File: config.mk
export PLATFORM = sky130hd
export DESIGN_NAME = qpsk_demapper
export DESIGN_NICKNAME = d
export VERILOG_FILES = /design/src/rtl/qpsk_demapper.sv
export SDC_FILE = /design/constraint.sdc
export NUM_CORES = 1
export LEC_CHECK = 0
export CAP_MARGIN = 20
export CORE_AREA = 2 2 61 63
export CTS_CLUSTER_SIZE = 20
export DETAILED_ROUTE_END_ITERATION = 10
export DIE_AREA = 0 0 63 65
export DONT_BUFFER_PORTS = 1
export HOLD_SLACK_MARGIN = 0.03
export PLACE_DENSITY = 0.52
export RECOVER_POWER = 25
export SYNTH_ARGS = -nofsm -noshare
export SYNTH_HDL_FRONTEND = slang
export SYNTH_SLANG_ARGS = --single-unit
File: constraint.sdc
create_clock -name CLK -period 1.8 [get_ports CLK]
set_clock_uncertainty 0.15 [all_clocks]
set_input_delay 0.54 -clock CLK [delete_from_list [all_inputs] [get_ports CLK]]
set_output_delay 0.54 -clock CLK [all_outputs]
set_load 0.005 [all_outputs]
File: src/rtl/qpsk_demapper.sv
// QPSK receive demapper: slices signed 3-bit I/Q symbols, undoes the differential
// coding on the I pair and serialises each 4-bit group in the order p3,p2,p1,p0.
module qpsk_demapper #(
  parameter logic INIT_I1 = 1'b1,
  parameter logic INIT_I2 = 1'b0,
  parameter int   ECNT_W  = 8
) (
  input  logic              CLK,
  input  logic              RST_N,
  input  logic signed [2:0] Ik,
  input  logic signed [2:0] Qk,
  input  logic              sym_valid,
  output logic              sym_ready,
  output logic              serial_out,
  output logic              bit_valid,
  output logic              overrun,
  output logic [ECNT_W-1:0] erase_cnt
);

  typedef enum logic {IDLE, SHIFT} state_t;

  state_t            state, state_nx;
  logic [1:0]        idx, idx_nx;
  logic [3:0]        sh, sh_nx;
  logic              serial_nx, bit_valid_nx, overrun_nx;
  logic              o1, o2, o1_nx, o2_nx;
  logic [ECNT_W-1:0] erase_nx;

  logic [1:0] r_bits, q_bits;
  logic       p0, p1;
  logic [3:0] group;
  logic       off_grid;
  logic       accept;

  // Nearest level in {-2,-1,1,2} as its Gray-coded bit pair; 0 resolves to +1.
  function automatic logic [1:0] slice(input logic [2:0] v);
    case (v)
      3'b100, 3'b101, 3'b110: slice = 2'b00;
      3'b111:                 slice = 2'b01;
      3'b000, 3'b001:         slice = 2'b11;
      default:                slice = 2'b10;
    endcase
  endfunction

  function automatic logic is_off_grid(input logic [2:0] v);
    is_off_grid = (v == 3'b100) || (v == 3'b101) || (v == 3'b000) || (v == 3'b011);
  endfunction

  always_comb begin
    r_bits = slice(Ik);
    q_bits = slice(Qk);
    // Equal reference bits keep the pair order; unequal ones swap it.
    if (o1 == o2) begin
      p0 = r_bits[1] ^ o1;
      p1 = r_bits[0] ^ o2;
    end else begin
      p1 = r_bits[1] ^ o1;
      p0 = r_bits[0] ^ o2;
    end
    group    = {q_bits[0], q_bits[1], p1, p0};
    off_grid = is_off_grid(Ik) || is_off_grid(Qk);
  end

  assign sym_ready = (state == IDLE) || ((state == SHIFT) && (idx == 2'd3));
  assign accept    = sym_valid && sym_ready;

  always_comb begin
    // NOTE: every next-state value gets a default first so no path leaves it unassigned (no latches).
    state_nx     = state;
    idx_nx       = idx;
    sh_nx        = sh;
    serial_nx    = serial_out;
    bit_valid_nx = bit_valid;
    o1_nx        = o1;
    o2_nx        = o2;
    erase_nx     = erase_cnt;
    overrun_nx   = overrun || (sym_valid && !sym_ready);

    if (state == SHIFT && idx != 2'd3) begin
      idx_nx    = idx + 2'd1;
      serial_nx = sh[3];
      sh_nx     = {sh[2:0], 1'b0};
    end else if (accept) begin
      state_nx     = SHIFT;
      idx_nx       = 2'd0;
      serial_nx    = group[3];
      sh_nx        = {group[2:0], 1'b0};
      bit_valid_nx = 1'b1;
      o1_nx        = r_bits[1];
      o2_nx        = r_bits[0];
      if (off_grid && (erase_cnt != {ECNT_W{1'b1}}))
        erase_nx = erase_cnt + ECNT_W'(1);
    end else begin
      state_nx     = IDLE;
      bit_valid_nx = 1'b0;
    end
  end

  // NOTE: sequential state is updated with non-blocking assignments so all registers sample together.
  always_ff @(posedge CLK or negedge RST_N) begin
    if (!RST_N) begin
      state      <= IDLE;
      idx        <= 2'd0;
      sh         <= 4'd0;
      serial_out <= 1'b0;
      bit_valid  <= 1'b0;
      overrun    <= 1'b0;
      erase_cnt  <= '0;
      o1         <= INIT_I1;
      o2         <= INIT_I2;
    end else begin
      state      <= state_nx;
      idx        <= idx_nx;
      sh         <= sh_nx;
      serial_out <= serial_nx;
      bit_valid  <= bit_valid_nx;
      overrun    <= overrun_nx;
      erase_cnt  <= erase_nx;
      o1         <= o1_nx;
      o2         <= o2_nx;
    end
  end

endmodule

-- Word-level counts from Yosys, hierarchy flattened
Cells that the tools add are included.
- register bits after elaboration: 19
- bits in latches: 0
- memory bits (writable): 0
- bits in read-only memories: 0
- word-level logic and storage cells: 65
- memories kept: 0
- add/subtract/negate cells: 2
- $mul: 0
- divide/modulo/power cells: 0
- $lt $le $gt $ge: 0
- equality and inequality tests: 16
- shift-type cells: 0
- multiplexer cells: 11
- bitwise logic cells: 4
- reductions and logical operators: 24
- operators by type and width (kind ; number):
    $eq 3x3->1 const B ; 8
    $pmux 2 s3 ; 2
    $logic_or 1x1->1 ; 9
    $add 8x1->8 const B ; 1
    $mux 4 ; 2
    $ne 8x8->1 const B ; 1
    $eq 3x1->1 const B ; 2
    $eq 3x2->1 const B ; 2
    $logic_not 3->1 ; 2
    $reduce_or 3->1 ; 2
    $logic_and 1x1->1 ; 5
    $mux 1 ; 5
    $mux 2 ; 2
    $reduce_or 2->1 ; 2
    $reduce_and 3->1 ; 1
    $add 2x1->2 const B ; 1
    $eq 2x2->1 const B ; 1
    $ne 2x2->1 const B ; 1
    $not 1->1 ; 2
    $reduce_and 2->1 ; 1
    $reduce_bool 2->1 ; 1
    $xor 1x1->1 ; 2
    $eq 1x1->1 ; 1
    $logic_not 1->1 ; 1

-- Longest topological paths before layout
Gate-level depths: netlist (run 1).
- depth after elaboration: 7
- gate-level depth with buffers: 9

-- Worst setup path before layout (run 1)
Ideal clock, no wire load.
- path kind: input -> register
- start point: in Ik[2]
- end point: reg erase_cnt[1]
- library setup time: 125 ps
- arrival time: 1509 ps
- required time: 1525 ps
- setup slack: 16 ps
- stages: 5
- cell sequence: nand2b_1 -> xnor2_1 -> a211o_1 -> buf_6 -> mux2_4
- longest elaborated chain between the ends: 7
- elaborated cells between the ends (all ways): 10
- RTL lines (what ; line ; text):
    from (decl) ; 10 ; input logic signed [2:0] Ik,
    $eq 3x3->1 ; 46 ; is_off_grid = (v == 3'b100) || (v == 3'b101) || (v == 3'b000) || (v == 3'b011);
    $logic_or 1x1->1 (2 in series) ; 46 ;
    $logic_or 1x1->1 * ; 46 ;
    $logic_or 1x1->1 * ; 61 ; off_grid = is_off_grid(Ik) || is_off_grid(Qk);
    $logic_and 1x1->1 * ; 91 ; if (off_grid && (erase_cnt != {ECNT_W{1'b1}}))
    $reduce_and 3->1 (no line) * ; n/a ;
    to (signal assigned) ; 118 ; erase_cnt <= erase_nx;
    to (decl) ; 17 ; output logic [ECNT_W-1:0] erase_cnt
Mark *: on every way between the ends. The rest lies on a longest branch, timed or not.
A chain may end at the register's enable or synchronous reset.

-- Final worst setup path (run 1)
- start point: reg idx[1]
- end point: out sym_ready
- longest elaborated chain between the ends: 3
- RTL lines (what ; line ; text):
    from (decl) ; 23 ; logic [1:0] idx, idx_nx;
    from (signal assigned) ; 113 ; idx <= idx_nx;
    $eq 2x2->1 ; 64 ; assign sym_ready = (state == IDLE) || ((state == SHIFT) && (idx == 2'd3));
    $logic_and 1x1->1 ; 64 ;
    $logic_or 1x1->1 ; 64 ;
    to (decl) ; 13 ; output logic sym_ready,
Every way passes these cells.

==> impl_table.tex, run 1 <==
\begin{tabular}{lr}
\hline
Metric & Value \\
\hline
\multicolumn{2}{l}{\textbf{Synth}} \\
\quad Share of the synthesized area in the top cell type & 43.2\% \\
\quad Avg Synthesized Cell Area & 10.6 µm² \\
\quad Top area cells in the synthesized netlist & sky130\_fd\_sc\_hd\_\_dfrtp\_1, sky130\_fd\_sc\_hd\_\_xor2\_1, sky130\_fd\_sc\_hd\_\_o21ai\_0 \\
\quad Mapped Nets & 104 \\
\quad Most common cell in the synthesized netlist & sky130\_fd\_sc\_hd\_\_dfrtp\_1 \\
\quad Warning count from the yosys run & 0 \\
\quad Async set-or-reset flop fraction in the synthesized netlist & 100\% \\
\quad Sequential-to-total area share from yosys stat & 45.9\% \\
\quad Post-synthesis cell type count & 31 \\
\quad Commonest cells in the netlist & sky130\_fd\_sc\_hd\_\_dfrtp\_1, sky130\_fd\_sc\_hd\_\_nand2\_1, sky130\_fd\_sc\_hd\_\_o21ai\_0, sky130\_fd\_sc\_hd\_\_xor2\_1, sky130\_fd\_sc\_hd\_\_nand3\_1 \\
\quad Leading area contributor after synthesis & sky130\_fd\_sc\_hd\_\_dfrtp\_1 \\
\quad Mapped cell area & 985 µm² \\
\quad Number of flops mapped to enable cells by yosys & 0 \\
\quad Most used DFF post-synth & sky130\_fd\_sc\_hd\_\_dfrtp\_1 \\
\quad Number of storage elements in the synthesis netlist & 18 \\
\quad Synthesized instance count & 93 \\
\multicolumn{2}{l}{\textbf{Layout}} \\
\quad Reg area & 452 µm² \\
\quad Area grow syn2layout & 19.8\% \\
\quad Core utilization of the finished layout & 33.8\% \\
\quad Nets & 120 \\
\quad Post-route design area & 0.00118 mm² \\
\quad Area of the multi-input gates & 482 µm² \\
\quad \# fillers & 366 \\
\quad Proportion of layout cells with a drive suffix above 1 & 27.8\% \\
\quad Antenna fix cells & 0 \\
\multicolumn{2}{l}{\textbf{Flow run}} \\
\quad Max-capacitance violation count & 0 \\
\multicolumn{2}{l}{\textbf{Route}} \\
\quad DR pass1 iterations & 4 \\
\quad Met1 wire length & 804 µm \\
\quad Drt via density & 4.46 \\
\quad DRT antenna net count & 0 \\
\quad Total via count after detailed routing & 695 \\
\quad Met2 routed wirelength & 917 µm \\
\quad DRC Markers & 0 \\
\quad Metal3 WL & 140 µm \\
\quad Overall routed net length & 1.88 mm \\
\quad Routed len/inst & 12.1 µm \\
\quad First DRT Iteration DRCs & 7 \\
\quad Highest signal layer in the routed design & met4 \\
\multicolumn{2}{l}{\textbf{Floorplanning}} \\
\quad Top-Level Pins & 21 \\
\quad Placeable core region & 0.00350 mm² \\
\quad Die W & 63 µm \\
\quad Die area & 0.00410 mm² \\
\quad Effective utilization at floorplan & 28.2\% \\
\quad Row count & 22 \\
\quad Die extent in y & 65 µm \\
\multicolumn{2}{l}{\textbf{GRT}} \\
\quad Pin count of the biggest net entering global routing & 19 \\
\quad Initial antenna violation count & 0 \\
\quad Overall Global Routing Usage & 9.91\% \\
\quad Vias in the first global route & 706 \\
\quad Wire length of the first global-routing pass & 3.17 mm \\
\quad GR Overflow Total & 0 \\
\multicolumn{2}{l}{\textbf{Timing}} \\
\quad Time the worst path needs with I/O delays and setup & 1.96 ns \\
\quad Highest Clock Rate & 509 MHz \\
\quad Final-report hold violation count & 0 \\
\quad Number of max-slew violations in the final report & 0 \\
\quad Transition time of the tightest slew-check pin & 0.809 ns \\
\quad Hold\_ws & 0.160 ns \\
\quad Unrepaired setup endpoints after global routing & true \\
\quad Headroom to the max-slew limit & 45.9\% \\
\quad Number of endpoints failing setup at the final stage & 1 \\
\quad Part of the cycle the worst path needs & 109\% \\
\quad Setup ws final & -0.164 ns \\
\multicolumn{2}{l}{\textbf{Clock tree}} \\
\quad CTS tree & done \\
\quad Total CTS buffers & 3 \\
\quad Clock transition at the registers of the reported paths & 0.10 ns \\
\quad Sinks on Clock Net & 18 \\
\quad Root Buffer & sky130\_fd\_sc\_hd\_\_clkbuf\_4 \\
\quad Latest clock arrival within the worst-skew pair & 0.29 ns \\
\quad Maximum clock path buffer count & 2 \\
\quad CTS HTree Levels & 1 \\
\multicolumn{2}{l}{\textbf{Critical path}} \\
\quad Critical path startpoint category & flop \\
\quad Kind of critical path & reg -> out \\
\quad Origin of the critical flop-to-flop path & erase\_cnt[0] \\
\quad Worst-path maximum fanout & 6 \\
\quad Arrival time of data at the critical path endpoint & 1.27 ns \\
\quad Crit end category & output pin \\
\quad Worst Reg2Reg Path Length in Cells & 5 \\
\quad Reg-to-reg setup timing slack & 0.14 ns \\
\quad Required time of the critical path & 1.11 ns \\
\quad Capture instance of the worst register-to-register path & erase\_cnt[1] \\
\multicolumn{2}{l}{\textbf{Min path}} \\
\quad Path category of the worst min-delay check & in -> reg \\
\quad Hold path cells & 1 \\
\quad Worst Hold Path EP & sh[1] \\
\quad Startpoint of the most critical hold path & sym\_valid \\
\multicolumn{2}{l}{\textbf{Placed design}} \\
\quad Post-detailed-placement half-perimeter wirelength & 1.42 mm \\
\quad Pre-CTS WS & -0.104 ns \\
\quad Count of input and output buffers & 0 \\
\quad Placement Cell Area & 0.00110 mm² \\
\quad GP Congestion & 0.765 \\
\multicolumn{2}{l}{\textbf{Power and ir drop}} \\
\quad Overall power of the completed layout & 1.65 mW \\
\quad Static leakage power & 0.561 nW \\
\quad Power per unit of standard cell area & 1400 mW/mm² \\
\quad Highest ir drop seen on vdd & 671 µV \\
\multicolumn{2}{l}{\textbf{Status}} \\
\quad Violated checks & negative setup slack \\
\quad Outcome & complete, but fails checks \\
\hline
\end{tabular}
layer usage:
layer	up-vias	track usage (%)
met5	-	0
met4	0	2.50
met3	4	4.69
met2	15	16.9
met1	331	11.1
li1	345	-
cell usage in the layout (no fill, tap or decap):
| master | synthesis | final |
|---|---|---|
| sky130_fd_sc_hd__clkbuf_8 | 0 | 1 |
| sky130_fd_sc_hd__nand2_1 | 10 | 10 |
| sky130_fd_sc_hd__nor3_2 | 1 | 1 |
| sky130_fd_sc_hd__a221oi_1 | 1 | 1 |
| sky130_fd_sc_hd__o21ai_0 | 9 | 9 |
| sky130_fd_sc_hd__nor2_1 | 5 | 5 |
| sky130_fd_sc_hd__nor2b_1 | 1 | 1 |
| sky130_fd_sc_hd__mux2i_1 | 3 | 3 |
| sky130_fd_sc_hd__clkinv_8 | 1 | 1 |
| sky130_fd_sc_hd__nand3_1 | 7 | 7 |
| sky130_fd_sc_hd__mux2_2 | 1 | 1 |
| sky130_fd_sc_hd__a211o_4 | 0 | 1 |
| sky130_fd_sc_hd__nand2_4 | 1 | 1 |
| sky130_fd_sc_hd__nand2b_1 | 3 | 3 |
| sky130_fd_sc_hd__nand3b_1 | 1 | 1 |
| sky130_fd_sc_hd__nor2b_4 | 1 | 1 |
| sky130_fd_sc_hd__xnor2_1 | 3 | 3 |
| sky130_fd_sc_hd__mux2_4 | 1 | 1 |
| sky130_fd_sc_hd__nor3_4 | 2 | 2 |
| sky130_fd_sc_hd__a21o_1 | 1 | 1 |
| sky130_fd_sc_hd__clkbuf_4 | 0 | 3 |
| sky130_fd_sc_hd__ha_2 | 0 | 1 |
| sky130_fd_sc_hd__ha_1 | 2 | 1 |
| sky130_fd_sc_hd__nand4_1 | 1 | 1 |
| sky130_fd_sc_hd__a21oi_1 | 2 | 2 |
| sky130_fd_sc_hd__buf_4 | 1 | 14 |
| sky130_fd_sc_hd__inv_1 | 2 | 2 |
| sky130_fd_sc_hd__xor2_1 | 8 | 8 |
| sky130_fd_sc_hd__dfstp_2 | 1 | 1 |
| sky130_fd_sc_hd__dlygate4sd3_1 | 0 | 1 |
| sky130_fd_sc_hd__o211ai_1 | 2 | 2 |
| sky130_fd_sc_hd__buf_6 | 2 | 1 |
| sky130_fd_sc_hd__dfrtp_1 | 17 | 17 |
layout make-up:
cell class,count,area share (%)
Tap cell,48,5.09
Multi-Input combinational cell,67,40.8
Clock buffer,4,3.08
Inverter,3,2.01
Timing Repair Buffer,16,10.7
Sequential cell,18,38.3
logic make-up after synthesis:
kind of cell / count (synthesis) / share of synthesized area [%]
compound gates: 16 / 9.66
xor+xnor: 11 / 9.78
fa+ha+maj: 2 / 2.54
buf+inv: 8 / 6.35
flops: 18 / 45.9
mux: 5 / 5.72
simple gates: 33 / 20.1
stage by stage:
| step | std cells | setup TNS [ns] |
|---|---|---|
| finish | 156 | -0.164 |
| detailed placement | 149 | -0.560 |
| global placement | 149 | -0.362 |
| floorplan | 93 | 0 |
| CTS | 155 | -0.188 |
| global route | 156 | -0.242 |
worst max-delay path by stage:
| stage | cells after the start | start | slack [ns] | endpoint |
|---|---|---|---|---|
| final | 4 | idx[1] | -0.16 | sym_ready |
| after floorplan | 5 | Ik[2] | 0.02 | erase_cnt[1] |
| after global placement | 4 | Ik[2] | -0.07 | erase_cnt[1] |
| after CTS | 4 | idx[1] | -0.19 | sym_ready |
| after detailed placement | 4 | Ik[2] | -0.10 | erase_cnt[1] |
| after global routing | 4 | idx[1] | -0.24 | sym_ready |
flip-flops by register name (all words and copies together), names as in the netlist:
signal      count
erase_cnt       8
sh              3
idx             2
o1              1
o2              1
overrun         1
serial_out      1
state           1
where the power goes:
part,internal [mW],switching (mW)
Combinational,0.390,0.363
Sequential,0.551,0.0956
Clock,0.123,0.126
timing repair:
item / 4_1_cts / 5_1_grt
pin swaps: 1 / 1
endpoints found under the setup margin: 7 / 4
resized for setup: 3 / 1
cloned: 0 / 0
hold buffers: 1 / 0
hold endpoints to repair: 18 / 0
setup buffers: 1 / 1
worst max-delay path, cell delays in order (launching register included):
cell and delay, ns:
sky130_fd_sc_hd__dfrtp_1 0.39, sky130_fd_sc_hd__ha_2 0.20, sky130_fd_sc_hd__nor2b_4 0.19, sky130_fd_sc_hd__clkinv_8 0.07
sky130_fd_sc_hd__buf_6 0.13
Note: power is estimated with default switching activity, not from simulation.
==> run 2: changes to the inputs <==
- CTS_BUF_LIST: unset -> sky130_fd_sc_hd__clkbuf_16
==> run 2 against run 1 <==
The run still ends with negative setup slack left. Global-route usage is 0.075 points lower. Cell count stayed put. Core utilization is 1.0 points higher. Clock power is 77% higher. Clock-buffer cell count is 1 lower. Final area is 3.0% higher. Power is 11% higher. Via count is 0.72% higher. Maximum frequency is 3.4% higher. Critical path type unchanged. Critical endpoint unchanged.
==> impl_table.tex, run 2 (synthesis gave the netlist of run 1 again) <==
\begin{tabular}{lr}
\hline
Metric & Value \\
\hline
\multicolumn{2}{l}{\textbf{Min path}} \\
\quad Path category of the worst min-delay check & in -> reg \\
\multicolumn{2}{l}{\textbf{Layout}} \\
\quad Post-layout instance count excluding filler cells & 156 \\
\quad Most common cell after layout, fill and taps aside & sky130\_fd\_sc\_hd\_\_dfrtp\_1 \\
\quad Antenna fix cells & 0 \\
\quad Proportion of layout cells with a drive suffix above 1 & 26.9\% \\
\quad Flip-flop count of the largest register, all copies and words added & 8 \\
\quad Nets & 120 \\
\quad Commonest non-fill, non-tap cells in the layout & sky130\_fd\_sc\_hd\_\_dfrtp\_1, sky130\_fd\_sc\_hd\_\_buf\_4, sky130\_fd\_sc\_hd\_\_nand2\_1, sky130\_fd\_sc\_hd\_\_o21ai\_0, sky130\_fd\_sc\_hd\_\_xor2\_1 \\
\quad Largest registers in the final layout & erase\_cnt (8), sh (3), idx (2) \\
\quad Register with the highest flop count & erase\_cnt \\
\quad Area grow syn2layout & 23.4\% \\
\quad Post-route design area & 0.00121 mm² \\
\multicolumn{2}{l}{\textbf{Placed design}} \\
\quad Count of input and output buffers & 0 \\
\quad GP Congestion & 0.765 \\
\quad Placement Cell Area & 0.00110 mm² \\
\quad Post-detailed-placement half-perimeter wirelength & 1.42 mm \\
\quad Cell total after placement & 149 \\
\multicolumn{2}{l}{\textbf{Floorplanning}} \\
\quad Die area & 0.00410 mm² \\
\quad Effective utilization at floorplan & 28.2\% \\
\quad Die extent in y & 65 µm \\
\quad Die W & 63 µm \\
\quad Top-Level Pins & 21 \\
\quad Row count & 22 \\
\quad Placeable core region & 0.00350 mm² \\
\multicolumn{2}{l}{\textbf{Clock tree}} \\
\quad Latest clock arrival within the worst-skew pair & 0.25 ns \\
\quad Total CTS buffers & 3 \\
\quad Sinks on Clock Net & 18 \\
\quad Maximum clock path buffer count & 2 \\
\quad Root Buffer & sky130\_fd\_sc\_hd\_\_clkbuf\_16 \\
\quad Clock transition at the registers of the reported paths & 0.05 ns \\
\quad CTS tree & done \\
\quad CTS HTree Levels & 1 \\
\multicolumn{2}{l}{\textbf{Route}} \\
\quad Total via count after detailed routing & 700 \\
\quad DRC Markers & 0 \\
\quad DR pass1 iterations & 4 \\
\quad First DRT Iteration DRCs & 12 \\
\quad Routed len/inst & 11.9 µm \\
\quad DRT antenna net count & 0 \\
\quad Drt via density & 4.49 \\
\quad Overall routed net length & 1.86 mm \\
\multicolumn{2}{l}{\textbf{Critical path}} \\
\quad Stage delay of the slowest cell on the critical path & 0.38 ns \\
\quad Worst-path cell with the longest stage delay & sky130\_fd\_sc\_hd\_\_dfrtp\_1 \\
\quad Required time of the critical path & 1.11 ns \\
\quad Worst-path maximum fanout & 6 \\
\quad Critical path startpoint category & flop \\
\quad Crit path cell chain & ha\_2 > nor2b\_4 > clkinv\_8 > buf\_6 \\
\quad Crit end category & output pin \\
\quad Kind of critical path & reg -> out \\
\quad Arrival time of data at the critical path endpoint & 1.21 ns \\
\multicolumn{2}{l}{\textbf{Timing}} \\
\quad Transition time of the tightest slew-check pin & 0.811 ns \\
\quad Time the worst path needs with I/O delays and setup & 1.90 ns \\
\quad Number of max-slew violations in the final report & 0 \\
\quad Highest Clock Rate & 526 MHz \\
\quad Headroom to the max-slew limit & 45.8\% \\
\quad Setup ws final & -0.100 ns \\
\quad Part of the cycle the worst path needs & 106\% \\
\quad Number of endpoints failing setup at the final stage & 1 \\
\quad Hold\_ws & 0.219 ns \\
\quad Final TNS setup & -0.100 ns \\
\quad Unrepaired setup endpoints after global routing & true \\
\quad Final-report hold violation count & 0 \\
\multicolumn{2}{l}{\textbf{GRT}} \\
\quad GR Overflow Total & 0 \\
\quad Vias in the first global route & 705 \\
\quad Overall Global Routing Usage & 9.83\% \\
\quad Wire length of the first global-routing pass & 3.15 mm \\
\quad Initial antenna violation count & 0 \\
\quad Pin count of the biggest net entering global routing & 19 \\
\multicolumn{2}{l}{\textbf{Power and ir drop}} \\
\quad Highest ir drop seen on vdd & 548 µV \\
\quad Power per unit of standard cell area & 1510 mW/mm² \\
\quad Static leakage power & 0.577 nW \\
\quad Overall power of the completed layout & 1.84 mW \\
\multicolumn{2}{l}{\textbf{Status}} \\
\quad Violated checks & negative setup slack \\
\quad Outcome & complete, but fails checks \\
\multicolumn{2}{l}{\textbf{Flow run}} \\
\quad Max-capacitance violation count & 0 \\
\hline
\end{tabular}
==> run 2: changes by cell type in the layout (fill, tap and decap cells not counted) <==
| cell | delta |
|---|---|
| sky130_fd_sc_hd__clkinv_1 | +1 |
| sky130_fd_sc_hd__a211o_2 | +1 |
| sky130_fd_sc_hd__clkbuf_8 | -1 |
| sky130_fd_sc_hd__a211o_4 | -1 |
| sky130_fd_sc_hd__clkbuf_4 | -3 |
| sky130_fd_sc_hd__clkbuf_16 | +3 |
==> run 2: path summary, 6_finish.rpt <==
check                      cells after the start      start           end  slack (ns)
setup / recovery                               4     idx[1]     sym_ready       -0.10
hold / removal                                 1  sym_valid         sh[1]        0.22
setup reg to reg                               6     idx[1]  erase_cnt[1]        0.09
hold reg to reg                                2      sh[1]         sh[2]        0.33
max in group asynchronous                      1      RST_N            o2        0.32
min in group asynchronous                      1      RST_N         state        0.68
==> run 2: area by class of cell <==
| class | instances | area (µm²) |
|---|---|---|
| Fill cell | 365 | 2280 |
| Multi-Input combinational cell | 67 | 474 |
| Sequential cell | 18 | 452 |
| Timing Repair Buffer | 16 | 126 |
| Clock buffer | 3 | 75.1 |
| Tap cell | 48 | 60.1 |
| Inverter | 3 | 23.8 |
| Clock inverter | 1 | 3.75 |
==> run 2: critical path: cells and delay by family (launching register included) <==
family,cells,cell delay [ns]
AND/OR/NAND/NOR,1,0.19
buffers and inverters,2,0.20
adder cells (fa/ha/maj),1,0.20
flip-flops,1,0.38
==> run 2: layer usage <==
metal | up-vias | share of wire (%) | GRT usage [%]
met5 | - | 0 | 0
met1 | 336 | 43 | 10.8
met4 | 0 | 1.0 | 2.50
met2 | 15 | 49 | 17.0
met3 | 4 | 7.5 | 4.69
li1 | 345 | - | -
==> run 2: repair_timing <==
item,in CTS,in global routing
pin swaps,1,1
hold buffers,1,0
setup endpoints to repair,5,2
resized for setup,3,0
hold endpoints to repair,18,0
buffers inserted,1,1
==> run 2: per-stage QoR <==
step                util [%]  setup slack, ns
finish                  34.8           -0.100
global placement        31.6          -0.0740
floorplan                  -           0.0162
detailed placement      31.6           -0.104
CTS                     34.5           -0.112
global route            34.8           -0.150
==> run 2: power by group <==
group	internal (mW)	switching [mW]	leakage, nW
clock	0.295	0.147	0.0385
combinational	0.385	0.361	0.316
sequential	0.554	0.0957	0.222
total	1.23	0.604	0.577
==> run 3: changes to the inputs <==
- ABC_AREA: unset -> 1
- CORE_AREA: 2 2 61 63 -> 2 2 63 65
- DIE_AREA: 0 0 63 65 -> 0 0 65 67
==> run 3 against run 2 <==
The flow now finishes without violations. Sequential share of layout area increased by 0.19 points. Combinational power decreased by 20%. Power decreased by 4.9%. Via count increased by 26%. Sequential cell count unchanged. Worst hold slack got worse by 0.0065 ns. Register-to-register slack improved by 0.06 ns. Synthesized cell count increased by 49%. Maximum frequency increased by 11%. Sequential power increased by 8.5%. Wire length increased by 17%. Critical endpoint unchanged. Largest power group is now sequential cells. Highest routed layer unchanged.
==> impl_table.tex, run 3 <==
\begin{tabular}{lr}
\hline
Metric & Value \\
\hline
\multicolumn{2}{l}{\textbf{Clock tree}} \\
\quad Latest clock arrival within the worst-skew pair & 0.25 ns \\
\quad Sinks on Clock Net & 18 \\
\quad CTS tree & done \\
\quad Cells resized by post-CTS repair & 0 \\
\quad Root Buffer & sky130\_fd\_sc\_hd\_\_clkbuf\_16 \\
\quad CTS HTree Levels & 1 \\
\quad Total CTS buffers & 3 \\
\quad Maximum clock path buffer count & 2 \\
\quad Post-CTS setup-driven buffer insertion count & 0 \\
\quad Clock transition at the registers of the reported paths & 0.05 ns \\
\quad Hold\_buf cts & 1 \\
\multicolumn{2}{l}{\textbf{Layout}} \\
\quad Flip-flop count of the largest register, all copies and words added & 8 \\
\quad Antenna fix cells & 0 \\
\quad Area grow syn2layout & 14.9\% \\
\quad Reg area & 452 µm² \\
\quad Commonest non-fill, non-tap cells in the layout & sky130\_fd\_sc\_hd\_\_nand2\_1, sky130\_fd\_sc\_hd\_\_nand3\_1, sky130\_fd\_sc\_hd\_\_dfrtp\_1, sky130\_fd\_sc\_hd\_\_inv\_1, sky130\_fd\_sc\_hd\_\_nor2\_1 \\
\quad Most common cell after layout, fill and taps aside & sky130\_fd\_sc\_hd\_\_nand2\_1 \\
\quad Area of the multi-input gates & 541 µm² \\
\quad Post-route design area & 0.00121 mm² \\
\quad \# fillers & 380 \\
\quad Register with the highest flop count & erase\_cnt \\
\quad Proportion of layout cells with a drive suffix above 1 & 10.3\% \\
\quad Largest registers in the final layout & erase\_cnt (8), sh (3), idx (2) \\
\quad Nets & 157 \\
\multicolumn{2}{l}{\textbf{Floorplanning}} \\
\quad Die extent in y & 67 µm \\
\quad Effective utilization at floorplan & 29.2\% \\
\quad Die area & 0.00436 mm² \\
\quad Row count & 22 \\
\quad Top-Level Pins & 21 \\
\quad Die W & 65 µm \\
\quad Placeable core region & 0.00361 mm² \\
\multicolumn{2}{l}{\textbf{Synth}} \\
\quad Commonest cells in the netlist & sky130\_fd\_sc\_hd\_\_nand2\_1, sky130\_fd\_sc\_hd\_\_nand3\_1, sky130\_fd\_sc\_hd\_\_dfrtp\_1, sky130\_fd\_sc\_hd\_\_inv\_1, sky130\_fd\_sc\_hd\_\_nor2\_1 \\
\quad Simple-Gate Fraction of Synth Area & 35.8\% \\
\quad Mapped Nets & 150 \\
\quad Synthesized instance count & 139 \\
\quad Top area cells in the synthesized netlist & sky130\_fd\_sc\_hd\_\_dfrtp\_1, sky130\_fd\_sc\_hd\_\_nand2\_1, sky130\_fd\_sc\_hd\_\_nand3\_1 \\
\quad Post-synthesis compound-gate area fraction & 8.20\% \\
\quad Sequential-to-total area share from yosys stat & 42.9\% \\
\quad Number of flops mapped to enable cells by yosys & 0 \\
\quad Leading area contributor after synthesis & sky130\_fd\_sc\_hd\_\_dfrtp\_1 \\
\quad Post-synthesis cell type count & 20 \\
\quad Combinational family with the most area after synthesis & simple AND/OR/NAND/NOR gates \\
\quad Most common cell in the synthesized netlist & sky130\_fd\_sc\_hd\_\_nand2\_1 \\
\quad XOR/XNOR share of the synthesized area & 4.99\% \\
\quad Number of storage elements in the synthesis netlist & 18 \\
\quad Most used DFF post-synth & sky130\_fd\_sc\_hd\_\_dfrtp\_1 \\
\quad Post-synthesis adder-cell area fraction & 2.38\% \\
\quad Share of the synthesized area in the top cell type & 40.4\% \\
\quad Mux share of post-synthesis cell area & 0\% \\
\quad Async set-or-reset flop fraction in the synthesized netlist & 100\% \\
\quad Mapped cell area & 0.00105 mm² \\
\quad Avg Synthesized Cell Area & 7.57 µm² \\
\quad Warning count from the yosys run & 0 \\
\multicolumn{2}{l}{\textbf{Route}} \\
\quad DRT antenna net count & 0 \\
\quad Drt via density & 4.56 \\
\quad Highest signal layer in the routed design & met4 \\
\quad Total via count after detailed routing & 880 \\
\quad Met1 wire length & 1.01 mm \\
\quad DRC Markers & 0 \\
\quad Met2 routed wirelength & 988 µm \\
\quad DR pass1 iterations & 4 \\
\quad Metal3 WL & 136 µm \\
\quad First DRT Iteration DRCs & 91 \\
\quad Routed len/inst & 11.3 µm \\
\quad Overall routed net length & 2.18 mm \\
\multicolumn{2}{l}{\textbf{Timing}} \\
\quad Transition time of the tightest slew-check pin & 0.828 ns \\
\quad Final-report hold violation count & 0 \\
\quad Highest Clock Rate & 587 MHz \\
\quad Number of max-slew violations in the final report & 0 \\
\quad Number of endpoints failing setup at the final stage & 0 \\
\quad Part of the cycle the worst path needs & 94.7\% \\
\quad Unrepaired setup endpoints after global routing & false \\
\quad Time the worst path needs with I/O delays and setup & 1.70 ns \\
\quad Headroom to the max-slew limit & 44.6\% \\
\quad Final TNS setup & 0 ns \\
\multicolumn{2}{l}{\textbf{Min path}} \\
\quad Hold path cells & 1 \\
\quad Path category of the worst min-delay check & in -> reg \\
\multicolumn{2}{l}{\textbf{Critical path}} \\
\quad Arrival time of data at the critical path endpoint & 1.01 ns \\
\quad Worst Reg2Reg Path Length in Cells & 7 \\
\quad Crit path cell chain & ha\_1 > inv\_1 > nand2\_4 \\
\quad Worst-path cell with the longest stage delay & sky130\_fd\_sc\_hd\_\_dfrtp\_1 \\
\quad Critical path depth & 3 \\
\quad Crit end category & output pin \\
\quad Critical path startpoint category & flop \\
\quad Kind of critical path & reg -> out \\
\quad Bufs and invs on worst path & 1 \\
\quad Family with the most delay on the worst path & flip-flops \\
\quad Stage delay of the slowest cell on the critical path & 0.39 ns \\
\quad Worst-path maximum fanout & 7 \\
\quad Required time of the critical path & 1.11 ns \\
\multicolumn{2}{l}{\textbf{GRT}} \\
\quad Wire length of the first global-routing pass & 3.89 mm \\
\quad GR Overflow Total & 0 \\
\quad Pin count of the biggest net entering global routing & 19 \\
\quad Initial antenna violation count & 0 \\
\quad Vias in the first global route & 861 \\
\quad Overall Global Routing Usage & 11.6\% \\
\multicolumn{2}{l}{\textbf{Power and ir drop}} \\
\quad Power per unit of standard cell area & 1450 mW/mm² \\
\quad Highest ir drop seen on vdd & 557 µV \\
\quad Static leakage power & 0.588 nW \\
\multicolumn{2}{l}{\textbf{Status}} \\
\quad Outcome & finished clean \\
\multicolumn{2}{l}{\textbf{Placed design}} \\
\quad Count of input and output buffers & 0 \\
\quad Placement Cell Area & 0.00112 mm² \\
\quad GP Congestion & 0.779 \\
\quad Post-detailed-placement half-perimeter wirelength & 1.67 mm \\
\multicolumn{2}{l}{\textbf{Flow run}} \\
\quad Max-capacitance violation count & 0 \\
\hline
\end{tabular}
-- run 3: cell types whose count changed after synthesis, sizes merged, moves of 3 or more --
| cell | change |
|---|---|
| inv | +14 |
| nand3 | +12 |
| nor3 | -3 |
| nand2 | +46 |
| a21oi | +4 |
| nor2 | +3 |
| xor2 | -5 |
| o21ai | -5 |
| nand2b | -3 |
| buf | -4 |
| mux2i | -3 |
-- run 3: power by group --
group          switching, mW  internal, mW  total, mW
clock                  0.149         0.295      0.444
sequential             0.155         0.550      0.704
combinational          0.364         0.236      0.600
total                  0.667          1.08       1.75
-- run 3: routing by layer --
layer | global-route usage, % | up-vias
met5 | 0 | -
met4 | 4.79 | 0
met3 | 4.05 | 4
met2 | 18.2 | 25
met1 | 14.6 | 397
li1 | - | 454
-- run 3: kinds of logic (layout without fill, tap and decap cells) --
group / count (synthesis) / count (layout)
buffers and inverters: 16 / 22
flip-flops: 18 / 18
adder cells (fa/ha/maj): 2 / 2
XOR/XNOR: 6 / 6
AO/OA/AOI/OAI: 13 / 13
AND/OR/NAND/NOR: 84 / 84
-- run 3: worst paths after layout --
kind                       slack [ns]    startpoint           end
max                               0.1        idx[0]     sym_ready
min                              0.21         Ik[2]            o1
max reg2reg                      0.15  erase_cnt[1]  erase_cnt[6]
min reg2reg                      0.33        idx[0]        idx[0]
max in group asynchronous        0.30         RST_N         sh[1]
min in group asynchronous        0.69         RST_N  erase_cnt[5]
-- run 3: cell type report --
| class | count | share of cell area, % |
|---|---|---|
| Tap cell | 48 | 4.97 |
| Clock inverter | 1 | 0.311 |
| Clock buffer | 3 | 6.21 |
| Timing Repair Buffer | 2 | 1.45 |
| Multi-Input combinational cell | 105 | 44.7 |
| Inverter | 16 | 4.97 |
| Sequential cell | 18 | 37.4 |
-- run 3: per-stage QoR --
step | total power [mW] | util (%) | cells | hold slack [ns] | worst slack [ns]
2_1_floorplan | 1.16 | - | 139 | 0.0944 | 0.270
3_3_place_gp | 1.29 | 31.1 | 188 | 0.0949 | 0.200
3_5_place_dp | 1.32 | 31.1 | 188 | 0.0949 | 0.156
4_1_cts | 1.78 | 33.5 | 193 | 0.210 | 0.0995
5_1_grt | 1.91 | 33.5 | 193 | 0.225 | 0.00425
6_report | 1.75 | 33.5 | 193 | 0.213 | 0.0956
-- run 3: worst reg2reg max path: cells and delay by family (launching register included) --
kind,cells,cell delay (ns)
flops,1,0.43
simple gates,4,0.32
fa+ha+maj,1,0.29
compound gates,1,0.27
buf+inv,1,0.10
